===== config.mk =====
export PLATFORM = sky130hd
export DESIGN_NAME = memory_stage
export DESIGN_NICKNAME = d
export VERILOG_FILES = /design/src/rtl/mips_pkg.sv /design/src/rtl/dff.sv /design/src/rtl/me_bus_ctl.sv /design/src/rtl/memory_stage.sv
export SDC_FILE = /design/constraint.sdc
export NUM_CORES = 1
export LEC_CHECK = 0
export BUFFER_PORTS_ARGS = -buffer_cell sky130_fd_sc_hd__clkbuf_2
export CAP_MARGIN = 20
export CELL_PAD_IN_SITES_DETAIL_PLACEMENT = 0
export CELL_PAD_IN_SITES_GLOBAL_PLACEMENT = 1
export CORE_AREA = 2 2 123 125
export DETAILED_ROUTE_END_ITERATION = 12
export DIE_AREA = 0 0 125 127
export PLACE_DENSITY = 0.85
export REMOVE_ABC_BUFFERS = 1
export SLEW_MARGIN = 20
export SYNTH_ARGS = -nofsm -noshare
export SYNTH_HDL_FRONTEND = slang
export SYNTH_SLANG_ARGS = --single-unit

===== constraint.sdc =====
create_clock -name clk -period 1.9 [get_ports clk]
set_input_delay 0.095 -clock clk [delete_from_list [all_inputs] [get_ports clk]]
set_output_delay 0.095 -clock clk [all_outputs]
set_load 0.02 [all_outputs]

===== src/rtl/mips_pkg.sv =====
// mips_pkg: definitions shared by the memory (ME) stage and its bus controller.
//   meState_t     - ME stage state encoding (IDLE / BUSY / DONE)
//   MISALIGN_MASK - low address bits that must be zero for a word access
//   isAligned()   - word-alignment test for a byte address
package mips_pkg;

    typedef enum logic [1:0] {
        ME_IDLE = 2'd0,
        ME_BUSY = 2'd1,
        ME_DONE = 2'd2
    } meState_t;

    localparam logic [1:0] MISALIGN_MASK = 2'b11;

    function automatic logic isAligned(input logic [31:0] addr);
        return (addr[1:0] & MISALIGN_MASK) == 2'b00;
    endfunction

endpackage


===== src/rtl/dff.sv =====
// dff: W-bit D flip-flop with synchronous active-low clear.
//   clk     in  rising-edge clock
//   reset_n in  synchronous clear, active-low
//   d       in  next value
//   q       out registered value
module dff #(
    parameter int W = 1
) (
    input  logic         clk,
    input  logic         reset_n,
    input  logic [W-1:0] d,
    output logic [W-1:0] q
);

    always_ff @(posedge clk) begin
        if (!reset_n) q <= '0;
        else          q <= d;
    end

endmodule


===== src/rtl/me_bus_ctl.sv =====
// me_bus_ctl: data-memory request FSM for the ME stage.
// Owns the IDLE/BUSY/DONE state, the BUSY timeout counter, the kill flag and
// the registered Dm* request outputs, and latches the writeback controls of
// the access in flight.
//   clk, reset_n                in   clock, synchronous active-low reset
//   flush                       in   pipeline kill
//   memOp, aligned              in   EX instruction is a memory op / is word aligned
//   Result_EX, WrDat_EX         in   address and store data from EX
//   WriteReg_EX, RegWrite_EX,
//   MemToReg_EX, MemWrite_EX    in   EX controls
//   DmAck                       in   memory completion pulse
//   DmReq, DmWe, DmAddr, DmWrDat out  registered memory request
//   meState                     out  current state
//   ackStrobe, timeoutStrobe    out  access completes / aborts at this edge
//   killNow                     out  result of the access must be discarded
//   memToRegLat, regWriteLat,
//   writeRegLat                 out  latched writeback controls
module me_bus_ctl
    import mips_pkg::*;
#(
    parameter int TIMEOUT_CYCLES = 64,
    parameter int CNT_W          = 8
) (
    input  logic        clk,
    input  logic        reset_n,
    input  logic        flush,
    input  logic        memOp,
    input  logic        aligned,
    input  logic [31:0] Result_EX,
    input  logic [31:0] WrDat_EX,
    input  logic [4:0]  WriteReg_EX,
    input  logic        RegWrite_EX,
    input  logic        MemToReg_EX,
    input  logic        MemWrite_EX,
    input  logic        DmAck,
    output logic        DmReq,
    output logic        DmWe,
    output logic [31:0] DmAddr,
    output logic [31:0] DmWrDat,
    output meState_t    meState,
    output logic        ackStrobe,
    output logic        timeoutStrobe,
    output logic        killNow,
    output logic        memToRegLat,
    output logic        regWriteLat,
    output logic [4:0]  writeRegLat
);

    // Counter value seen during the last allowed BUSY cycle; TIMEOUT_CYCLES
    // must fit in CNT_W bits.
    localparam logic [CNT_W-1:0] TO_LAST =
        CNT_W'((TIMEOUT_CYCLES == 0) ? 0 : TIMEOUT_CYCLES - 1);

    meState_t         stateReg, stateNext;
    logic [CNT_W-1:0] cntReg;
    logic             killReg;
    logic             startReq;
    logic             inBusy;
    logic             timeoutHit;

    assign inBusy        = (stateReg == ME_BUSY);
    assign startReq      = (stateReg == ME_IDLE) & memOp & aligned & ~flush;
    assign timeoutHit    = (TIMEOUT_CYCLES != 0) && (cntReg == TO_LAST);
    assign ackStrobe     = inBusy & DmAck;
    // Ack wins when both land on the same edge.
    assign timeoutStrobe = inBusy & ~DmAck & timeoutHit;
    // A flush in the completing cycle also discards the result.
    assign killNow       = killReg | flush;
    assign meState       = stateReg;

    always_ff @(posedge clk) begin
        if (!reset_n) stateReg <= ME_IDLE;
        else          stateReg <= stateNext;
    end

    always_comb begin
        stateNext = stateReg;
        case (stateReg)
            ME_IDLE: if (startReq) stateNext = ME_BUSY;
            ME_BUSY: if (ackStrobe || timeoutStrobe) stateNext = ME_DONE;
            ME_DONE: stateNext = ME_IDLE;
            default: stateNext = ME_IDLE;
        endcase
    end

    always_ff @(posedge clk) begin
        if (!reset_n) begin
            DmReq       <= 1'b0;
            DmWe        <= 1'b0;
            DmAddr      <= '0;
            DmWrDat     <= '0;
            cntReg      <= '0;
            killReg     <= 1'b0;
            memToRegLat <= 1'b0;
            regWriteLat <= 1'b0;
            writeRegLat <= '0;
        end else if (startReq) begin
            DmReq       <= 1'b1;
            DmWe        <= MemWrite_EX;
            DmAddr      <= Result_EX;
            DmWrDat     <= WrDat_EX;
            cntReg      <= '0;
            killReg     <= 1'b0;
            memToRegLat <= MemToReg_EX;
            regWriteLat <= RegWrite_EX & ~MemWrite_EX;  // stores never write back
            writeRegLat <= WriteReg_EX;
        end else if (inBusy) begin
            if (ackStrobe || timeoutStrobe) begin
                DmReq   <= 1'b0;
                killReg <= 1'b0;
            end else begin
                cntReg  <= cntReg + CNT_W'(1);
                killReg <= killReg | flush;
            end
        end
    end

endmodule


===== src/rtl/memory_stage.sv =====
// memory_stage: pipeline ME stage.
// Passes ALU results straight through to the ME register, and runs loads and
// stores through a req/ack data-memory handshake while stalling the pipeline.
//   clk, reset_n, flush          in   clock, sync active-low reset, pipeline kill
//   Result_EX, WrDat_EX,
//   WriteReg_EX, RegWrite_EX,
//   MemToReg_EX, MemWrite_EX,
//   InstrVal_EX                  in   EX/ME register contents
//   DmReq, DmWe, DmAddr, DmWrDat out  registered data-memory request
//   DmAck, DmRdDat               in   memory completion and read data
//   ResultRdDat_ME, WriteReg_ME,
//   RegWrite_ME, InstrVal_ME     out  ME register (writeback / bypass)
//   MemStall_ME                  out  combinational stall request
//   BusErr_ME, MisalignErr_ME    out  one-cycle error pulses
module memory_stage
    import mips_pkg::*;
#(
    parameter int TIMEOUT_CYCLES = 64,
    parameter int CNT_W          = 8
) (
    input  logic        clk,
    input  logic        reset_n,
    input  logic        flush,
    input  logic [31:0] Result_EX,
    input  logic [31:0] WrDat_EX,
    input  logic [4:0]  WriteReg_EX,
    input  logic        RegWrite_EX,
    input  logic        MemToReg_EX,
    input  logic        MemWrite_EX,
    input  logic        InstrVal_EX,
    output logic        DmReq,
    output logic        DmWe,
    output logic [31:0] DmAddr,
    output logic [31:0] DmWrDat,
    input  logic        DmAck,
    input  logic [31:0] DmRdDat,
    output logic [31:0] ResultRdDat_ME,
    output logic [4:0]  WriteReg_ME,
    output logic        RegWrite_ME,
    output logic        InstrVal_ME,
    output logic        MemStall_ME,
    output logic        BusErr_ME,
    output logic        MisalignErr_ME
);

    logic        memOp, aligned;
    meState_t    meState;
    logic        ackStrobe, timeoutStrobe, killNow;
    logic        memToRegLat, regWriteLat;
    logic [4:0]  writeRegLat;

    logic [31:0] resNext;
    logic [4:0]  wregNext;
    logic        rwNext, valNext, misNext, busErrNext;

    assign memOp   = InstrVal_EX & (MemToReg_EX | MemWrite_EX);
    assign aligned = isAligned(Result_EX);

    me_bus_ctl #(
        .TIMEOUT_CYCLES(TIMEOUT_CYCLES),
        .CNT_W         (CNT_W)
    ) uBusCtl (
        .clk          (clk),
        .reset_n      (reset_n),
        .flush        (flush),
        .memOp        (memOp),
        .aligned      (aligned),
        .Result_EX    (Result_EX),
        .WrDat_EX     (WrDat_EX),
        .WriteReg_EX  (WriteReg_EX),
        .RegWrite_EX  (RegWrite_EX),
        .MemToReg_EX  (MemToReg_EX),
        .MemWrite_EX  (MemWrite_EX),
        .DmAck        (DmAck),
        .DmReq        (DmReq),
        .DmWe         (DmWe),
        .DmAddr       (DmAddr),
        .DmWrDat      (DmWrDat),
        .meState      (meState),
        .ackStrobe    (ackStrobe),
        .timeoutStrobe(timeoutStrobe),
        .killNow      (killNow),
        .memToRegLat  (memToRegLat),
        .regWriteLat  (regWriteLat),
        .writeRegLat  (writeRegLat)
    );

    // Stall covers the IDLE cycle that launches the access plus all of BUSY;
    // flush deliberately does not gate it.
    assign MemStall_ME = ((meState == ME_IDLE) & memOp & aligned) |
                         (meState == ME_BUSY);

    // Next ME register contents; everything defaults to a bubble.
    always_comb begin
        resNext    = '0;
        wregNext   = '0;
        rwNext     = 1'b0;
        valNext    = 1'b0;
        misNext    = 1'b0;
        busErrNext = timeoutStrobe;
        case (meState)
            ME_IDLE: begin
                if (InstrVal_EX && !flush) begin
                    if (!memOp) begin
                        resNext  = Result_EX;
                        wregNext = WriteReg_EX;
                        rwNext   = RegWrite_EX;
                        valNext  = 1'b1;
                    end else if (!aligned) begin
                        misNext  = 1'b1;
                    end
                end
            end
            ME_BUSY: begin
                if (ackStrobe && !killNow) begin
                    resNext  = memToRegLat ? DmRdDat : DmAddr;
                    wregNext = writeRegLat;
                    rwNext   = regWriteLat;
                    valNext  = 1'b1;
                end
            end
            default: ;  // DONE: the EX op is the one just completed, ignore it
        endcase
    end

    dff #(.W(32)) uResReg  (.clk(clk), .reset_n(reset_n), .d(resNext),    .q(ResultRdDat_ME));
    dff #(.W(5))  uWregReg (.clk(clk), .reset_n(reset_n), .d(wregNext),   .q(WriteReg_ME));
    dff #(.W(1))  uRwReg   (.clk(clk), .reset_n(reset_n), .d(rwNext),     .q(RegWrite_ME));
    dff #(.W(1))  uValReg  (.clk(clk), .reset_n(reset_n), .d(valNext),    .q(InstrVal_ME));
    dff #(.W(1))  uMisReg  (.clk(clk), .reset_n(reset_n), .d(misNext),    .q(MisalignErr_ME));
    dff #(.W(1))  uBeReg   (.clk(clk), .reset_n(reset_n), .d(busErrNext), .q(BusErr_ME));

endmodule

==> results_dict.tcl <==
set metrics [dict create \
    outcome "complete, no violations" \
    cp_data_arrival_time_ns 2.13 \
    nFillCells 1337 \
    rsz0062_at_grt "false" \
    regArea_sq_mm 0.002504 \
    cts_tree "built" \
    cts_buffers 17 \
    drc_errors 0 \
    cp_max_fo 10 \
    viasPerCell 4.685 \
    area_growth_pct 55.93 \
    timing.fmax_ghz 0.5568 \
    max-clock-path-buffers 2 \
    grt_max_degree 49 \
    power_leakage_nw 3.191 \
    synthArstFlopShare_pct 0 \
    netlist_area_sq_mm 0.004727 \
    setup_viol_count_final 0 \
    cts_root_buf "clkbuf_16" \
    grt_pass1_wl_um 22890 \
    synthDistinctLibCells 37 \
    routed-wl-met2_um 6858 \
    startpoint_type "register" \
    die_w_um 125 \
    hold_ws_ns 0.03283 \
    route.vias.total 4797 \
    instances_no_fill 1024 \
    grt_antenna_before_repair 0 \
    worst_pin_slew_ns 0.4685 \
    clk_latency_ns 0.41 \
    synth_top_area_share_pct 52.94 \
    min_path_type "in2reg" \
    grt_use_total_pct 17.83 \
    dieArea_sq_mm 0.01588 \
    postCtsSetupBuffers 0 \
    ir_worst_vdd_v 0.0005255 \
    maxSlewViolCount 0 \
    ys_top_cells_by_count "143 x nand2_1, 125 x dfxtp_1, 77 x a21oi_1" \
    htree_levels 4 \
    path_cells "ha_1 -> and4bb_2 -> a21o_4 -> or4_4 -> a21oi_2" \
    cts.sinks 125 \
    overflow 0 \
    period_share_pct 94.52 \
    drtIter0Drc 232 \
    syn_inst 545 \
    max_stage_delay_ns 0.52 \
    syn_avg_cell_area_sq_um 8.673 \
    synth_area_leaders "dfxtp_1 53%, nand2_1 11%, a21oi_1 8.2%" \
    postCtsResizedCells 0 \
    tns_ns 0 \
    drive_above_1_share_pct 35.71 \
    initial_core_util_pct 32.77 \
    ys.flop_type "dfxtp_1" \
    ys_warn_count 0 \
    ys_ff_latch 125 \
    synth_area_leader_cell "dfxtp_1" \
    io_pins 217 \
    cpMaxStageDelayCell "or4_4" \
    hold_viol_final 0 \
    skew_ns 0.006798 \
    clkTransAtPathRegs_ns 0.05 \
    holdBufCountCts 73 \
    cp_data_required_time_ns 2.24 \
    route.met3.wl_um 1019 \
    criticalPathCategory "reg2reg" \
    synth_most_common_cell "nand2_1" \
    maxCapViolCount 0 \
    placed_cells 920 \
    topRoutingLayerUsed "met4" \
    multi_input_comb_area_sq_mm 0.002069 \
    wl_per_cell_um 13.91 \
    worst_setup_path_end_kind "register" \
    wl_met1_um 6151 \
    place.gp.congestion 0.7381 \
    total_power_w 0.006399 \
    postRouteAntennaNets 0 \
    first_global_vias 4679 \
    fin_nets 938 \
    die-height_um 127 \
    synth_sequential_area_ratio_pct 52.94 \
    period_minus_slack_ns 1.796 \
    io_buffer_count 216 \
    finalWirelength_um 14250 \
    diodes 0 \
    dp_hpwl_um 9073 \
    core-area_sq_mm 0.01442 \
    drt_first_pass_iters 5 \
    slew_headroom_pct 68.77 \
    powerDensity_mw_per_mm2 868.1 \
    rows 44 \
    synth_edf_count 0 \
]
-- final timing paths --
check / slack [ns] / depth (start not counted) / startpoint / endpoint
hold reg to reg: 0.45 / 2 / uBusCtl.writeRegLat[4] / uBusCtl.writeRegLat[4]
setup / recovery: 0.10 / 5 / uBusCtl.cntReg[0] / uBusCtl.cntReg[7]
hold / removal: 0.03 / 3 / flush / uBusCtl.killReg
setup reg to reg: 0.10 / 5 / uBusCtl.cntReg[0] / uBusCtl.cntReg[7]
-- metal layers --
| layer | up-vias | track usage [%] |
|---|---|---|
| li1 | 2412 | - |
| met1 | 2171 | 21.55 |
| met4 | 0 | 7.059 |
| met5 | - | 0 |
| met2 | 196 | 29.92 |
| met3 | 18 | 5.360 |
-- cell usage in the layout (no fill, tap or decap), types with 2 or more instances in the layout --
cell type      netlist  routed
bufinv_16            0       2
clkinv_2             0       3
dfxtp_1            125     124
clkbuf_2             0     216
nand3_1              4       3
and2_1               4       4
a21oi_1             77      77
o31ai_1              2       2
nor2_1              48      48
buf_12               0       5
mux2_2              32      32
xnor2_1              2       2
clkbuf_16            0      17
or3_1                3       3
clkbuf_8             0       5
o21ai_0              4       4
and3_1               3       2
clkbuf_1            25       3
a22oi_1             38      38
buf_4                1       8
dlygate4sd3_1        0      73
nand2_1            143     143
-- flip-flops by register name, summed over array words and instances (netlist names), 2 cells and up --
name	count
uBusCtl.meState	2
uWregReg.q	5
uBusCtl.DmWrDat	32
uBusCtl.cntReg	8
uBusCtl.writeRegLat	5
uResReg.q	32
uBusCtl.DmAddr	32
-- kinds of logic after synthesis --
kind of cell	Yosys count	synth area share, %
AND/OR/NAND/NOR	219	19.30
AO/OA/AOI/OAI	125	15.72
flip-flops	125	52.94
buffers and inverters	40	3.573
multiplexers	33	7.835
XOR/XNOR	2	0.3706
adder cells (fa/ha/maj)	1	0.2646
-- power breakdown --
part | switching (W) | total [W] | internal, W
logic | 0.000245 | 0.000510 | 0.000265
registers | 0.0000211 | 0.00268 | 0.00266
clock network | 0.00112 | 0.00321 | 0.00209
-- area by class of cell --
| cell class | count | share of cell area [%] |
|---|---|---|
| clock buffer | 25 | 6.858 |
| multi-input combinational | 380 | 28.08 |
| tap | 184 | 3.123 |
| inverter | 2 | 0.1019 |
| sequential | 125 | 33.97 |
| timing repair buffer | 302 | 26.75 |
| clock inverter | 6 | 1.120 |
-- critical path: cells and delay by family, from the launching register on --
kind | cells | cell delay [ns]
compound gates | 2 | 0.38
fa+ha+maj | 1 | 0.24
flops | 1 | 0.33
simple gates | 2 | 0.78
-- per-stage QoR --
stage | utilization, % | worst slack, ns | cell area, sq um
3_3_place_gp | 41.96 | 0.1310 | 6052
2_1_floorplan | - | -1.066 | 4566
4_1_cts | 51.10 | 0.09669 | 7371
6_report | 51.10 | 0.1041 | 7371
5_1_grt | 51.10 | 0.03676 | 7371
3_5_place_dp | 41.96 | 0.1099 | 6052
Note: power is estimated with default switching activity, not from simulation.
